--- src/rtl/cascade_down_counter_bcd.sv ---
// cascade_down_counter_bcd: multi-digit cascaded down-counter with per-digit modulus and borrow chain
module cascade_down_counter_bcd #(
   parameter int          DIGITS       = 4,
   parameter logic [31:0] MODS         = 32'h0000_6A6A,
   parameter bit          STOP_AT_ZERO = 1'b1
) (
   input  logic                clk,
   input  logic                clear,
   input  logic                en,
   input  logic                load,
   input  logic [4*DIGITS-1:0] load_value,
   output logic [4*DIGITS-1:0] count,
   output logic [DIGITS-1:0]   digit_zero,
   output logic                zero,
   output logic                tc,
   output logic                done
);
   localparam int W = 4 * DIGITS;
   localparam logic [W-1:0] ONE = 1;
   logic [W-1:0]      dec;
   logic [W-1:0]      clamped;
   logic [DIGITS-1:0] step;

   // a modulus nibble of 0 means 16, so MOD-1 wraps naturally to 4'hF
   function automatic logic [3:0] max_of(input int i);
      return MODS[4*i +: 4] - 4'd1;
   endfunction

   always_comb begin
      dec = count;
      clamped = load_value;
      step = '0;
      digit_zero = '0;
      for (int i = 0; i < DIGITS; i++) begin
         digit_zero[i] = count[4*i +: 4] == 4'd0;
         step[i] = ~|(count & ((ONE << (4*i)) - ONE));
         dec[4*i +: 4] = !step[i] ? count[4*i +: 4] :
                         digit_zero[i] ? max_of(i) : count[4*i +: 4] - 4'd1;
         clamped[4*i +: 4] = load_value[4*i +: 4] > max_of(i) ? max_of(i) : load_value[4*i +: 4];
      end
   end

   assign zero = ~|count;
   assign tc = zero & en;

   always_ff @(posedge clk or negedge clear)
      if (!clear) begin
         count <= '0;
         done <= 1'b0;
      end else begin
         count <= !load ? clamped : (en && !(zero && STOP_AT_ZERO)) ? dec : count;
         done <= load && en && !zero && dec == '0;
      end
endmodule

--- config.mk ---
export PLATFORM = sky130hd
export DESIGN_NAME = cascade_down_counter_bcd
export DESIGN_NICKNAME = d
export VERILOG_FILES = /design/src/rtl/cascade_down_counter_bcd.sv
export SDC_FILE = /design/constraint.sdc
export NUM_CORES = 1
export LEC_CHECK = 0
export ABC_AREA = 1
export CAP_MARGIN = 25
export CELL_PAD_IN_SITES_DETAIL_PLACEMENT = 1
export CELL_PAD_IN_SITES_GLOBAL_PLACEMENT = 2
export CORE_MARGIN = 1.5
export CORE_UTILIZATION = 23
export DETAILED_ROUTE_END_ITERATION = 12
export PLACE_DENSITY = 0.8
export REMOVE_ABC_BUFFERS = 1
export SKIP_CTS_REPAIR_TIMING = 1
export SYNTH_ARGS = -nofsm -noshare
export SYNTH_HDL_FRONTEND = slang
export SYNTH_SLANG_ARGS = --single-unit
--- constraint.sdc ---
create_clock -name clk -period 1.8 [get_ports clk]
set_input_delay 0.45 -clock clk [delete_from_list [all_inputs] [get_ports clk]]
set_output_delay 0.45 -clock clk [all_outputs]
set_load 0.005 [all_outputs]
## Yosys cells after proc, flatten, opt, wreduce, memory -nomap -nowiden

Cells that the tools add are included.

- Word-level logic and storage cells: 39
- Bits of input ports: 20
- Register bits after elaboration: 17
- Output and inout bits: 23

- Eq/ne operators: 1
- Multiplexer cells: 13
- Bitwise operators: 1
- $add $sub $neg: 4
- Reduce and logical (&&, ||, !) cells: 14
- Order comparisons: 4

Operators by type and width:

| operator | count |
|---|---|
| 4-bit 2-to-1 mux | 11 |
| 16-bit 2-to-1 mux | 2 |
| 16-bit logical NOT | 1 |
| 4-bit logical NOT | 4 |
| 16-bit OR reduction | 1 |
| 4-bit by 1-bit subtractor with 4-bit output, second input constant | 4 |
| 12-bit OR reduction | 1 |
| 4-bit by 3-bit greater-than comparator with 1-bit output, second input constant | 2 |
| 4-bit greater-than comparator, second input constant | 2 |
| 8-bit OR reduction | 1 |
| 1-bit logical AND | 4 |
| 4-bit OR reduction | 1 |
| 2-bit by 1-bit inequality test with 1-bit output, second input constant | 1 |
| 1-bit bitwise AND | 1 |
| 1-bit logical NOT | 1 |

## Logic depth before layout (Yosys ltp)

- Depth in word-level cells: 5
- Gate-level depth with buffers: 11
- Depth with buffers taken out: 11

## Worst setup path after synthesis

OpenSTA, ideal clock, no wires.

- Path type: reg2out
- Start: register count[0]
- End: output port tc
- Data required time: 1.350 ns
- Path buffers: 0
- Data arrival time: 1.239 ns
- Stages on the path, launching flop included: 8
- Setup slack: 0.111 ns
- Cell sequence: dfrtp_1 -> nor2_2 -> nand2_4 -> nor2_8 -> nand2_4 -> inv_2 -> nand4_1 -> nor2_1

- Word-level cells in the longest chain between the ends: 3

Ends and longest elaborated chain:

| what | RTL line | RTL |
|---|---|---|
| start: declaration | 12 | `output logic [4*DIGITS-1:0] count,` |
| start signal: assignment | 51 | `count <= !load ? clamped : (en && !(zero && STOP_AT_ZERO)) ? dec : count;` |
| 16-bit OR reduction | 43 | `assign zero = ~\|count;` |
| 1-bit logical NOT | 43 |  |
| 1-bit bitwise AND | 44 | `assign tc = zero & en;` |
| end: declaration | 15 | `output logic tc,` |

No other way between the ends.

## Final worst setup path

- Start: register count[6]
- End: output port tc

The elaborated chain is that of the path after synthesis.

==> impl_metrics.yaml <==
global_route:
  grt_pass1_vias: 1496
  grt_usage_pct: 15.97
  antenna_found_initial: 0
  busiest_layer: "met2"
  grt-ovfl-total: 0
  use_met1_pct: 20.53
  grt_pass1_wl_mm: 6.906
  gr-usage-met2_pct: 28.41
  grt_max_degree: 18
  grt_use_met3_pct: 2.381
power_and_ir_drop:
  leakage_nw: 1.177
  vdd_drop_max_uv: 258.8
  power_density_nw_per_um2: 644.6
  p_total_mw: 1.392
yosys:
  avgSynthCellArea_sq_um: 6.448
  ys.warnings.count: 0
  ys_seq_elements: 17
  synth_cells: 189
  yosysUniqueCellTypes: 21
  syn-cell-area_sq_um: 1219
  yosysSeqAreaShare_pct: 34.91
setup_path:
  required_ns: 1.35
  crit_path_max_fanout: 2
  r2r_cells: 13
  cp-start-kind: "register"
  cp-end-kind: "primary output"
  arrival_ns: 1.52
  critPathKind: "register to primary output"
status:
  violations: "setup timing"
  status: "complete, but fails checks"
floorplanning:
  rows: 26
  io_pins: 43
  dieArea_sq_um: 5744
  die_h_um: 75.79
  die_w_um: 75.79
  core-area_sq_um: 5107
  initial_utilization_pct: 23.86
clock_network:
  cts_tree: "built"
  clk_pin_slew_ns: 0.07
  cts_max_level: 1
  clk_latency_ns: 0.25
  max-clock-path-buffers: 2
  cts-buffers-inserted: 3
  cts_root_buf: "clkbuf_8"
  cts_sinks: 17
routing:
  drtIter0Drc: 65
  wl_per_cell_um: 12.92
  vias: 1561
  dr.pass1.iters: 4
  route.detailed.drc: 0
  via_per_inst: 4.460
  routed_wl_mm: 4.522
  antenna_left: 0
sta:
  setup_tns_ns: -0.2702
  fmax_mhz: 506.5
  layout_setup_ws_ns: -0.1742
  setup_violations: 2
  tightest_slew_ns: 0.3209
  rsz0062_at_grt: "yes"
  finalClockSkew_ns: 0.0007469
  fin_crit_sh_pct: 109.7
  drv_slew: 0
  hold_violations: 0
  slew_headroom_pct: 78.47
  final.min_clock_period_ns: 1.974
placement:
  place_ws_ns: -0.3112
  gp_congestion: 0.7991
  port_buffers: 42
  dp_hpwl_mm: 3.481
cells_and_area:
  nNetsFinal: 301
  area_growth_pct: 77.21
  n_antenna_cell: 0
  utilization_pct: 42.28
  drive_gt1_share_pct: 26.07
hold_path:
  hp-class: "input port to asynchronous set/reset pin"
job:
  maxCapViolations: 0
through the flow:
| step | instances | hold WS (ns) | instance area (sq um) |
|---|---|---|---|
| 2_1_floorplan | 188 | 0.1544 | 1215 |
| 3_3_place_gp | 337 | 0.5669 | 2001 |
| 3_5_place_dp | 337 | 0.5877 | 2001 |
| 4_1_cts | 341 | 0.5379 | 2046 |
| 5_1_grt | 350 | 0.5467 | 2160 |
| 6_report | 350 | 0.5342 | 2160 |
report_power, final:
part / leakage [nW] / internal, mW / switching, mW
registers: 0.213 / 0.422 / 0.0295
logic: 0.941 / 0.345 / 0.303
clock network: 0.0228 / 0.157 / 0.135
registers in the layout (all words and copies together) (netlist names):
name   cells
count     16
done       1
cell usage in the layout (no fill, tap or decap):
cell type	Yosys	final
nand2_4	3	3
o211ai_1	1	1
buf_4	0	44
nor2_8	1	1
a21oi_1	6	6
inv_1	22	20
clkbuf_2	0	1
nand2_1	62	60
o21ai_1	7	7
nor2_2	2	5
nand2_2	2	4
nor2_4	2	4
nand3b_1	1	1
clkbuf_8	0	3
nor3_1	4	4
inv_2	2	4
nand4_1	3	3
o21ai_0	8	8
buf_6	0	3
nand3_1	26	26
dfrtp_1	17	17
nor2_1	17	12
clkinv_4	1	1
clkinv_1	1	1
clkdlybuf4s50_1	0	34
clkbuf_1	1	1
dlymetal6s2s_1	0	6
layout make-up:
cell class              count  area, sq um
fillers                   685         2948
repair buffers             88        784.5
multi-input cells         145        714.4
flip-flops and latches     17        425.4
inverters                  26        102.6
well taps                  70        87.58
clock buffers               4        45.04
final timing paths:
check                           from   endpoint  slack, ns
setup / recovery            count[6]         tc      -0.17
hold / removal                 clear  count[15]       0.53
setup reg to reg            count[6]  count[10]       0.12
hold reg to reg            count[14]  count[14]       0.61
max in group asynchronous      clear   count[5]       1.06
min in group clk           count[14]  count[14]       0.61
worst max-delay path, stage by stage, from the launching register on:
cell and delay (ns):
dfrtp_1 0.39, nor2_2 0.15, nand2_2 0.08, buf_6 0.13, nor2_8 0.09, nand2_4 0.05
inv_2 0.06, nand4_1 0.10, nor2_1 0.10, clkbuf_2 0.11
kinds of logic after synthesis:
logic type             share of synthesized area [%]
buffers and inverters                          8.727
and+or+nand+nor                                47.12
AOI/OAI and AO/OA                              9.240
DFF                                            34.91
metal layers:
layer / vias to the layer above / share of wire (%)
met5: - / 0
met4: 0 / 0.49
met3: 4 / 2.4
met2: 26 / 50
met1: 739 / 47
li1: 792 / -
synthesized netlist by cell type:
| cell type | count | share of area (%) |
|---|---|---|
| a21oi_1 | 6 | 2.5 |
| clkbuf_1 | 1 | 0.31 |
| clkinv_1 | 1 | 0.31 |
| clkinv_4 | 1 | 0.72 |
| dfrtp_1 | 17 | 35 |
| inv_1 | 22 | 6.8 |
| inv_2 | 2 | 0.62 |
| nand2_1 | 62 | 19 |
| nand2_2 | 2 | 1.0 |
| nand2_4 | 3 | 2.8 |
| nand3_1 | 26 | 11 |
| nand3b_1 | 1 | 0.62 |
| nand4_1 | 3 | 1.5 |
| nor2_1 | 17 | 5.2 |
| nor2_2 | 2 | 1.0 |
| nor2_4 | 2 | 1.8 |
| nor2_8 | 1 | 1.6 |
| nor3_1 | 4 | 1.6 |
| o211ai_1 | 1 | 0.62 |
| o21ai_0 | 8 | 3.3 |
| o21ai_1 | 7 | 2.9 |
Power figures use the tool's default switching activity.
